===== src/rtl/seg7_scan_driver.sv =====
// -----------------------------------------------------------------------------
// seg7_scan_driver
//
// Drives a 4-digit, common-anode, time-multiplexed seven-segment display from
// the 16-bit display word of the shower-path 4:1 data selector. One hex digit
// is shown per refresh slot of DIV_MAX clock cycles. The input word is copied
// into a shadow register once per frame, so one scan never mixes digits from
// two different words.
//
// Parameters
//   DIV_MAX : clock cycles per digit slot, 1 .. 2^20.
//   LZB     : 1 blanks leading zeros. Digit 0 is never blanked.
//
// Ports
//   clk         : system clock. All state updates on its rising edge.
//   rst         : synchronous reset, active-high.
//   en          : display enable. 0 freezes the scan and blanks the outputs.
//   data_in     : word to display. Digit k is data_in[4k+3:4k].
//   an          : digit anodes, active-low. an[0] is the rightmost digit.
//   seg         : segments {g,f,e,d,c,b,a}, active-low.
//   dp          : decimal point, active-low. Always off (1).
//   frame_start : one-cycle pulse after the edge on which the shadow loads.
//
// Timing
//   an/seg are registered from the current idx and shadow, so they lag idx by
//   one cycle. At most one anode is low in any cycle.
// -----------------------------------------------------------------------------
module seg7_scan_driver #(
  parameter int unsigned DIV_MAX = 50000,
  parameter int unsigned LZB     = 0
) (
  input  logic        clk,
  input  logic        rst,
  input  logic        en,
  input  logic [15:0] data_in,
  output logic [3:0]  an,
  output logic [6:0]  seg,
  output logic        dp,
  output logic        frame_start
);

  // The divider needs at least one bit, even when DIV_MAX is 1.
  localparam int unsigned CW = (DIV_MAX > 1) ? $clog2(DIV_MAX) : 1;
  localparam logic [CW-1:0] DIV_LAST = CW'(DIV_MAX - 1);

  // ---------------------------------------------------------------------------
  // State registers
  // ---------------------------------------------------------------------------
  logic [CW-1:0] div_cnt;
  logic [1:0]    idx;
  logic [15:0]   shadow;
  logic          first;

  // Next-state values
  logic [CW-1:0] div_cnt_d;
  logic [1:0]    idx_d;
  logic [15:0]   shadow_d;
  logic          first_d;
  logic [3:0]    an_d;
  logic [6:0]    seg_d;
  logic          frame_start_d;

  // Scan control
  logic          tick;
  logic          wrap;
  logic          load;

  // Display path
  logic [15:0]   disp_word;
  logic [3:0]    nib;
  logic [6:0]    seg_code;
  logic [3:0]    blank;

  // ---------------------------------------------------------------------------
  // Divider tick and frame-load conditions
  // ---------------------------------------------------------------------------
  always_comb begin
    tick = en && (div_cnt == DIV_LAST);
    wrap = tick && (idx == 2'd3);
    // The first enabled cycle after reset loads immediately, so live data
    // appears without waiting a full frame.
    load = en && (first || wrap);
  end

  // ---------------------------------------------------------------------------
  // Word being displayed this cycle.
  // On the first-load cycle the shadow still holds the reset value, so the
  // digit-0 output registered on that same edge is taken from data_in.
  // This keeps the first slot showing the new word for its full length.
  // On a wrap load the outgoing digit 3 still comes from the old shadow,
  // which is what keeps each frame tear-free.
  // ---------------------------------------------------------------------------
  always_comb begin
    disp_word = shadow;
    if (en && first) begin
      disp_word = data_in;
    end
  end

  // Nibble select for the current digit
  always_comb begin
    nib = 4'h0;
    case (idx)
      2'd0: nib = disp_word[3:0];
      2'd1: nib = disp_word[7:4];
      2'd2: nib = disp_word[11:8];
      2'd3: nib = disp_word[15:12];
      default: nib = 4'h0;
    endcase
  end

  // Hex to seven-segment, active-low, {g,f,e,d,c,b,a}
  always_comb begin
    seg_code = 7'h7F;
    case (nib)
      4'h0: seg_code = 7'b1000000;
      4'h1: seg_code = 7'b1111001;
      4'h2: seg_code = 7'b0100100;
      4'h3: seg_code = 7'b0110000;
      4'h4: seg_code = 7'b0011001;
      4'h5: seg_code = 7'b0010010;
      4'h6: seg_code = 7'b0000010;
      4'h7: seg_code = 7'b1111000;
      4'h8: seg_code = 7'b0000000;
      4'h9: seg_code = 7'b0010000;
      4'hA: seg_code = 7'b0001000;
      4'hB: seg_code = 7'b0000011;
      4'hC: seg_code = 7'b1000110;
      4'hD: seg_code = 7'b0100001;
      4'hE: seg_code = 7'b0000110;
      4'hF: seg_code = 7'b0001110;
      default: seg_code = 7'h7F;
    endcase
  end

  // Leading-zero mask.
  // Digit k (k >= 1) is a leading zero when every nibble from k upward is
  // zero. Digit 0 always shows, so an all-zero word still displays "0".
  always_comb begin
    blank    = 4'b0000;
    blank[3] = (disp_word[15:12] == 4'h0);
    blank[2] = (disp_word[15:8]  == 8'h00);
    blank[1] = (disp_word[15:4]  == 12'h000);
    blank[0] = 1'b0;
  end

  // ---------------------------------------------------------------------------
  // Next-state and output logic.
  // With en low everything holds and the outputs blank, so re-enabling
  // resumes the scan from the held slot and divider count.
  // ---------------------------------------------------------------------------
  always_comb begin
    div_cnt_d     = div_cnt;
    idx_d         = idx;
    shadow_d      = shadow;
    first_d       = first;
    an_d          = 4'b1111;
    seg_d         = 7'h7F;
    frame_start_d = 1'b0;

    if (en) begin
      if (tick) begin
        div_cnt_d = '0;
        idx_d     = idx + 2'd1;
      end else begin
        div_cnt_d = div_cnt + 1'b1;
      end

      if (load) begin
        shadow_d = data_in;
      end
      first_d       = 1'b0;
      frame_start_d = load;

      // Exactly one anode low per enabled cycle.
      an_d = ~(4'b0001 << idx);
      // A blanked digit keeps its anode driven with all segments off.
      if ((LZB != 0) && blank[idx]) begin
        seg_d = 7'h7F;
      end else begin
        seg_d = seg_code;
      end
    end
  end

  // ---------------------------------------------------------------------------
  // Registers
  // ---------------------------------------------------------------------------
  always_ff @(posedge clk) begin
    if (rst) begin
      div_cnt     <= '0;
      idx         <= 2'd0;
      shadow      <= 16'h0000;
      first       <= 1'b1;
      an          <= 4'b1111;
      seg         <= 7'h7F;
      frame_start <= 1'b0;
    end else begin
      div_cnt     <= div_cnt_d;
      idx         <= idx_d;
      shadow      <= shadow_d;
      first       <= first_d;
      an          <= an_d;
      seg         <= seg_d;
      frame_start <= frame_start_d;
    end
  end

  // The decimal point is never used on this display.
  assign dp = 1'b1;

endmodule


===== config.mk =====
export PLATFORM = sky130hd
export DESIGN_NAME = seg7_scan_driver
export DESIGN_NICKNAME = d
export VERILOG_FILES = /design/src/rtl/seg7_scan_driver.sv
export SDC_FILE = /design/constraint.sdc
export NUM_CORES = 1
export LEC_CHECK = 0
export ABC_AREA = 1
export CAP_MARGIN = 20
export CORE_UTILIZATION = 50
export CTS_BUF_LIST = sky130_fd_sc_hd__clkbuf_8 sky130_fd_sc_hd__clkbuf_16
export DETAILED_ROUTE_END_ITERATION = 10
export GPL_TIMING_DRIVEN = 0
export PLACE_DENSITY = 0.76
export SLEW_MARGIN = 30
export SYNTH_ARGS = -nofsm -noshare
export SYNTH_HDL_FRONTEND = slang
export SYNTH_SLANG_ARGS = --single-unit

===== constraint.sdc =====
create_clock -name clk -period 4 [get_ports clk]
set_input_delay 0.8 -clock clk [delete_from_list [all_inputs] [get_ports clk]]
set_output_delay 0.8 -clock clk [all_outputs]
set_load 0.005 [all_outputs]

## Yosys cells after proc, flatten, opt, wreduce, memory -nomap -nowiden

Memories as Yosys holds them, arrays and structs flattened. A register that Yosys moved wholly into a read port is not among the register bits.
Cells that the tools add are included.

| storage, ports and cells | value |
|---|---|
| memories | 1 |
| ROM bits | 112 |
| output and inout bits | 13 |
| bits in registers | 40 |
| bits of input ports | 19 |
| logic and storage cells | 28 |

Memories:

| memory | words | bits a word | read ports | clocked after memory_dff | write ports | line | RTL |
|---|---|---|---|---|---|---|---|
| (name not given) | 16 | 7 | 1 | 1 | 0 | 115 | `case (nib)` |

| operators by class | value |
|---|---|
| bitwise gates (word level) | 2 |
| $add $sub $neg | 2 |
| equal/unequal tests | 4 |
| reduce and logical (&&, ||, !) cells | 9 |
| multiplexer cells | 3 |
| shift-type cells | 1 |

Operators by type and width:

| operator | number |
|---|---|
| 16-bit 2-to-1 mux | 2 |
| 16-bit by 1-bit adder with 16-bit output, second input constant | 1 |
| 16-bit equality test, second input constant | 1 |
| 4-bit case mux with 4 select lines | 1 |
| 2-bit equality test, second input constant | 2 |
| 1-bit logical AND | 4 |
| 4-bit inverter | 1 |
| 2-bit AND reduction | 2 |
| 1-bit by 2-bit left shift with 4-bit output, first input constant | 1 |
| 2-bit by 1-bit adder with 2-bit output, second input constant | 1 |
| 2-bit by 1-bit equality test with 1-bit output, second input constant | 1 |
| 2-bit zero test | 1 |
| 2-bit OR reduction | 1 |
| 1-bit logical OR | 1 |
| 1-bit inverter | 1 |

## Depth between registers and ports, before layout

Gate-level depths: netlist (run 1).

| depth | value |
|---|---|
| depth after elaboration | 6 |
| mapped depth | 13 |
| depth with buffers taken out | 13 |

## Worst setup path before layout (run 1)

No wires, ideal clock.

| timing path | value |
|---|---|
| path type | input to register |
| from | input en |
| to | register seg[3] |
| path buffers | 1 |
| stages on the path | 12 |
| data arrival time | 2101 ps |
| setup time | 128 ps |
| setup slack | 1770 ps |
| required time | 3872 ps |
| path through | nand2_2 > buf_6 > or2_0 > nand3_1 > nand2_1 > o21ai_4 > inv_1 > ha_1 > nand3_1 > nand3_1 > nand2_1 > nand2_1 |

| on the way | value |
|---|---|
| cells in the longest elaborated chain, start to end | 3 |
| elaborated cells on any way between the ends | 5 |
| those cells by class | mux: 2; bitwise: 1; reduce/logical: 2 |

RTL lines:

| item | line | RTL |
|---|---|---|
| start: declaration | 34 | `input logic en,` |
| 1-bit logical AND | 95 | `if (en && first) begin` |
| 16-bit 2-to-1 mux | 95 |  |
| 4-bit case mux with 4 select lines | 103 | `case (idx)` |
| end: declaration | 37 | `output logic [6:0] seg,` |

Parallel ways exist; a longest one is shown, timed or not.
A chain may end at the register's enable or synchronous reset.

## Worst setup path in the final report (run 1)

Same ends and word-level chain as after synthesis.

==> out/results.tsv, run 1 <==
stage	metric	value	unit
sta	RSZ-0062 raised after global routing	false	
layout	area grow syn2layout	17.7	%
synthesis	cell count after synthesis	378	
setup_path	CP Launch Type	input port	
global_routing	via count of the first global-routing pass	2235	
synthesis	Yosys top cell by area	dfxtp_1	
route	via count	2492	
floorplan	I/O Pins	32	
floorplan	Die ar.	5560	sq um
layout	Final Instance Area	3100	sq um
layout	fin util	0.611	
cts	CTS resizes	0	
synthesis	asr flop ratio synth	0	
placement	Post-DP HPWL	4.26	mm
route	DRT Wirelength	5.75	mm
synthesis	sequential share of the synthesized area	0.357	
sta	final hold vios	0	
synthesis	Post-Synth Adder-Cell Area	0.0570	
floorplan	Cell Rows	26	
layout	non-filler cells, final	485	
cts	# Post-CTS Setup Buffers	0	
cts	Num CTS Buffers	5	
floorplan	Vert. Die Dim	74.6	microns
layout	# diodes	0	
sta	Hold WS	517	ps
setup_path	crit path max fanout	10	
status	status	complete, no violations	
sta	Setup TNS Final	0	ps
placement	placed cell area	3010	sq um
global_routing	GRT overflow	0	
cts	Reg clk slew, reported paths	90	ps
run	Max Cap Viol	0	
synthesis	Synth cell types	41	
route	routed vias/inst	5.14	
route	DR WL/cell	11.9	microns
setup_path	Worst Path Required	4180	ps
layout	Multi-input gate area	1450	sq um
route	drt first pass iters	4	
global_routing	first-pass GRT wire length	9.97	mm
sta	Period minus WS final	2660	ps
global_routing	Tot GR Track Use	0.234	
setup_path	Crit path arrival time	2840	ps
layout	most frequent cells in the layout	nand2_1 (89), nor2_1 (52), dfxtp_1 (47), nand3_1 (40), inv_1 (38)	
sta	final period utilization	0.665	
global_routing	largest net degree at the start of global routing	16	
cts	CTS tree	yes	
sta	Worst Tran Pin Value	501	ps
power_and_ir_drop	Pwr per Cell Area	307	nW/um^2
floorplan	Core ar.	5070	sq um
sta	relative slew slack	0.665	
cts	CTS Buffer Depth	2	
sta	skew final	9.93	ps
placement	DP Cell Count	477	
synthesis	Area contributors post-synth	dfxtp_1 (36%), nand2_1 (13%), nand3_1 (7.6%)	
cts	Root Buffer	clkbuf_8	
floorplan	Starting Density	0.519	
cts	# hold bufs at CTS	0	
synthesis	top_reg_cell synth	dfxtp_1	
route	Initial DRC Count	136	
synthesis	XOR/XNOR share of the synthesized area	0.00665	
layout	Register Area	941	sq um
synthesis	multiplexer share of the synthesized area	0	
synthesis	largest family of logic cells by synthesized area	simple AND/OR/NAND/NOR gates	
synthesis	simple-gate share of the synthesized area	0.374	
synthesis	Post-Synthesis Net Count	409	
sta	Max Clk Rate	376	MHz
placement	PortBufs	29	
synthesis	number of flops mapped to enable cells by yosys	0	
placement	Routability Congestion	0.895	
layout	final net count	445	
cts	Sink Count	47	
worst_hold_path	Worst Hold Class	reg -> reg	
setup_path	Max stage delay on crit path	530	ps
power_and_ir_drop	Lkg Pwr	1.32	nW
setup_path	Crit-path slowest cell	clkdlybuf4s50_1	
synthesis	FF+latch count, synth	47	
synthesis	Compound-Gate Fraction of Synth Area	0.110	
setup_path	worst path cell trace	clkdlybuf4s50_1 > nand2_2 > buf_6 > or2_0 > nand3_1 > nand2_1 > o21ai_4 > inv_1 > ha_1 > nand3_1 > nand3_1 > nand2_1 > nand2_1	
synthesis	Synth Area per Inst	6.97	sq um
route	DRC errors left	0	
setup_path	endpoint type of the worst setup path	flop	
synthesis	Warnings, synthesis	0	
floorplan	Die Width	74.6	microns
synthesis	Synth top area share	0.357	
synthesis	Post-Syn Area	2630	sq um
route	Final ANT Viol Nets	0	
setup_path	critical path type	in -> reg	
layout	share of layout cells above drive strength 1	0.0940	
cts	Clock Latency Late Sink	300	ps
layout	Fill cells	505	
power_and_ir_drop	Max VDD drop	0.152	mV
sta	Final Setup Violations	0	
cts	H-tree depth	2	
layout	most common cell after layout, fill and taps aside	nand2_1	
sta	final slew viol count	0	
global_routing	initial antenna violation count	0	
-- cell families (layout without fill, tap and decap cells) --
kind of cell,Yosys count,in the layout
compound gates,47,47
flops,47,47
other cells,1,1
fa+ha+maj,12,12
xor+xnor,2,2
buf+inv,52,89
simple gates,217,217
-- synthesized netlist by cell type, types with 2 or more instances --
cell type and number:
nand2_1 89, nor2_1 52, dfxtp_1 47, nand3_1 40, inv_1 38, o21ai_0 22
ha_1 12, a21oi_1 10, nor3_1 10, nand4_1 7, buf_6 5, nand2_2 4
clkbuf_1 3, nor2_2 3, a21oi_2 2, buf_4 2, inv_2 2, inv_4 2
nand2_4 2, nor2_4 2, o211ai_1 2, o21ai_1 2, o31ai_1 2
-- stage by stage --
stage	total power, mW	setup slack (ps)
4_1_cts	0.961	1350
6_report	0.951	1340
5_1_grt	1.01	1200
3_3_place_gp	0.672	1020
3_5_place_dp	0.674	1030
2_1_floorplan	0.617	1770
-- path summary, 6_finish.rpt --
path	slack [ps]	endpoint	from	depth (start not counted)
setup reg to reg	1900	seg[3]	idx[0]	11
hold reg to reg	520	shadow[12]	shadow[12]	2
setup / recovery	1340	seg[3]	en	13
hold / removal	520	shadow[12]	shadow[12]	2
-- sequential cells by signal, indices dropped and copies added, names as in the netlist --
| name | cells |
|---|---|
| div_cnt | 16 |
| shadow | 16 |
| seg | 7 |
| an | 4 |
| idx | 2 |
| first | 1 |
| frame_start | 1 |
-- metal layers --
metal,part of all wire,global-route usage
met1,0.47,0.301
met2,0.48,0.390
met3,0.038,0.0447
met4,0.013,0.0839
met5,0,0
-- report_power, final --
group | switching [mW] | internal (mW)
clock network | 0.165 | 0.122
registers | 0.00967 | 0.490
logic | 0.0912 | 0.0734
total | 0.266 | 0.685
-- layout make-up --
type,instances,area share
multi-input cells,279,0.467
flip-flops and latches,47,0.303
repair buffers,29,0.0936
inverters,42,0.0525
well taps,70,0.0282
plain buffers,10,0.0266
clock buffers,5,0.0222
clock inverters,3,0.00646
-- worst max-delay path, delay by kind of cell --
kind | cells | cell delay [ps]
compound gates | 1 | 210
fa+ha+maj | 1 | 220
buf+inv | 3 | 790
simple gates | 8 | 800
(Power assumes the default switching activity.)
==> run 2, diff against run 1 <==
--- a/config.mk
+++ b/config.mk
@@ -11,7 +11,7 @@
 export CTS_BUF_LIST = sky130_fd_sc_hd__clkbuf_8 sky130_fd_sc_hd__clkbuf_16
 export DETAILED_ROUTE_END_ITERATION = 10
 export GPL_TIMING_DRIVEN = 0
-export PLACE_DENSITY = 0.76
+export PLACE_DENSITY = 0.79
 export SLEW_MARGIN = 30
 export SYNTH_ARGS = -nofsm -noshare
 export SYNTH_HDL_FRONTEND = slang
==> constraint.sdc (replaced) <==
create_clock -name clk -period 2.39 [get_ports clk]
set_input_delay 0.478 -clock clk [delete_from_list [all_inputs] [get_ports clk]]
set_output_delay 0.478 -clock clk [all_outputs]
set_load 0.005 [all_outputs]
==> out/results.tsv, run 2 (synthesis gave the netlist of run 1 again) <==
stage	metric	value	unit	change
global_routing	via count of the first global-routing pass	2205		-1.3%
floorplan	Vert. Die Dim	74.6	microns	unchanged
status	status	complete, no violations		
route	drt first pass iters	6		+2
setup_path	CP Launch Type	flop		
cts	Sink Count	47		unchanged
sta	final slew viol count	0		unchanged
global_routing	largest net degree at the start of global routing	15		-1
route	routed vias/inst	5.22		+1.7%
cts	H-tree depth	2		unchanged
route	DRC errors left	0		unchanged
setup_path	endpoint type of the worst setup path	flop		
setup_path	critical path type	reg -> reg		
layout	non-filler cells, final	487		+0.41%
sta	RSZ-0062 raised after global routing	false		
global_routing	initial antenna violation count	0		unchanged
sta	final hold vios	0		unchanged
route	DRT Wirelength	5.78	mm	+0.59%
cts	Root Buffer	clkbuf_8		
power_and_ir_drop	Max VDD drop	0.359	mV	+140%
placement	Post-DP HPWL	4.28	mm	+0.48%
worst_hold_path	Worst Hold Class	reg -> reg		
global_routing	first-pass GRT wire length	9.63	mm	-3.5%
setup_path	Worst Path Required	2580	ps	-1600 ps
power_and_ir_drop	Comb pwr share	0.157		-0.016
layout	fin util	0.624		+0.0131
cts	Num CTS Buffers	5		unchanged
cts	CTS Buffer Depth	2		unchanged
placement	Routability Congestion	0.903		+0.89%
layout	most frequent cells in the layout	nand2_1 (89), nor2_1 (52), dfxtp_1 (47), nand3_1 (39), inv_1 (38)		
setup_path	crit path max fanout	6		-4
sta	Max Clk Rate	473	MHz	
cts	CTS tree	yes		
floorplan	Starting Density	0.519		unchanged
layout	# diodes	0		unchanged
power_and_ir_drop	internal power	1.36	mW	+99%
cts	Reg clk slew, reported paths	80	ps	about the same
power_and_ir_drop	clock network fraction of total power	0.380		+0.078
floorplan	Core ar.	5070	sq um	unchanged
power_and_ir_drop	total power	1.80	mW	+90%
route	Initial DRC Count	161		+18%
setup_path	Worst path top cell family by delay	adder cells		
route	Final ANT Viol Nets	0		unchanged
cts	# hold bufs at CTS	0		unchanged
floorplan	Die Width	74.6	microns	unchanged
placement	DP Cell Count	477		unchanged
layout	Largest regs	div_cnt (16), shadow (16), seg (7)		
route	via count	2544		+2.1%
power_and_ir_drop	Sw Pwr	0.442	mW	+66%
layout	most common cell after layout, fill and taps aside	nand2_1		
power_and_ir_drop	Pwr per Cell Area	569	nW/um^2	+86%
setup_path	Crit-path slowest cell	dfxtp_1		
layout	final net count	447		+0.45%
cts	Clock Latency Late Sink	300	ps	about the same
global_routing	GRT overflow	0		unchanged
sta	Hold WS	515	ps	-2.06 ps
layout	share of layout cells above drive strength 1	0.101		+0.00674
setup_path	Max stage delay on crit path	360	ps	-170 ps
power_and_ir_drop	Seq pwr share	0.464		-0.061
setup_path	WP buf/inv	3		unchanged
setup_path	worst path cell trace	inv_1 > ha_1 > inv_1 > nand2_1 > o21ai_2 > inv_1 > ha_1 > nand3_1 > nor2_1 > nor2_1 > nand2_1		
sta	Final Setup Violations	0		unchanged
run	Max Cap Viol	0		unchanged
layout	Fill cells	484		-4.2%
floorplan	Cell Rows	26		unchanged
setup_path	Crit path arrival time	2310	ps	-530 ps
route	DR WL/cell	11.9	microns	+0.18%
global_routing	Tot GR Track Use	0.226		-0.00814
placement	PortBufs	29		unchanged
sta	Setup TNS Final	0	ps	unchanged
floorplan	I/O Pins	32		unchanged
layout	area grow syn2layout	20.2	%	
sta	skew final	12.2	ps	+2.31 ps
power_and_ir_drop	switching part of the total power	0.245		-0.0348
sta	Period minus WS final	2110	ps	
sta	final period utilization	0.884		
power_and_ir_drop	Lkg Pwr	1.36	nW	+3.5%
setup_path	Top cell by count, worst path	inv_1		
floorplan	Die ar.	5560	sq um	unchanged
run 2: worst paths after layout:
check | from | endpoint | slack (ps) | depth (start not counted)
setup reg to reg | idx[0] | seg[0] | 280 | 11
setup / recovery | idx[0] | seg[0] | 280 | 11
hold / removal | shadow[13] | shadow[13] | 520 | 2
hold reg to reg | shadow[13] | shadow[13] | 520 | 2
run 2: through the flow:
step	worst slack [ps]	instance area [sq um]
after global placement	-273	3010
after CTS	22.1	3140
final	277	3170
after floorplan	482	2630
after global routing	70.9	3170
after detailed placement	-287	3010
run 2: worst min-delay path, cell delays in order (launching register included):
cell,delay (ps)
dfxtp_1,330
o21ai_0,80
nor2_1,70
run 2: power by group through the flow:
stage / Clock (mW) / Sequential [mW] / Combinational, mW
2_1_floorplan: 0 / 0.853 / 0.179
3_3_place_gp: 0 / 0.853 / 0.270
3_5_place_dp: 0 / 0.854 / 0.274
4_1_cts: 0.698 / 0.836 / 0.276
5_1_grt: 0.727 / 0.841 / 0.319
6_report: 0.684 / 0.836 / 0.282
run 2: per-layer routing:
metal	track usage	vias to the layer above	wire length, microns
li1	-	1293	-
met1	0.279	1161	2610
met2	0.397	79	2800
met3	0.0366	11	290
met4	0.0755	0	91
met5	0	-	0
run 2: area by class of cell:
cell class                 count  area [sq um]  share of cell area
clock inverter                 3          63.8              0.0202
tap                           70          87.6              0.0277
inverter                      42           163              0.0514
buffer                        10          82.6              0.0261
multi-input combinational    279          1450               0.459
clock buffer                   5          68.8              0.0217
timing repair buffer          31           308              0.0972
sequential                    47           941               0.297
run 2: what timing repair did:
| item | 4_1_cts | 5_1_grt |
|---|---|---|
| setup endpoints to repair | 0 | 4 |
| buffers inserted | 0 | 2 |
| gates resized for setup | 0 | 3 |
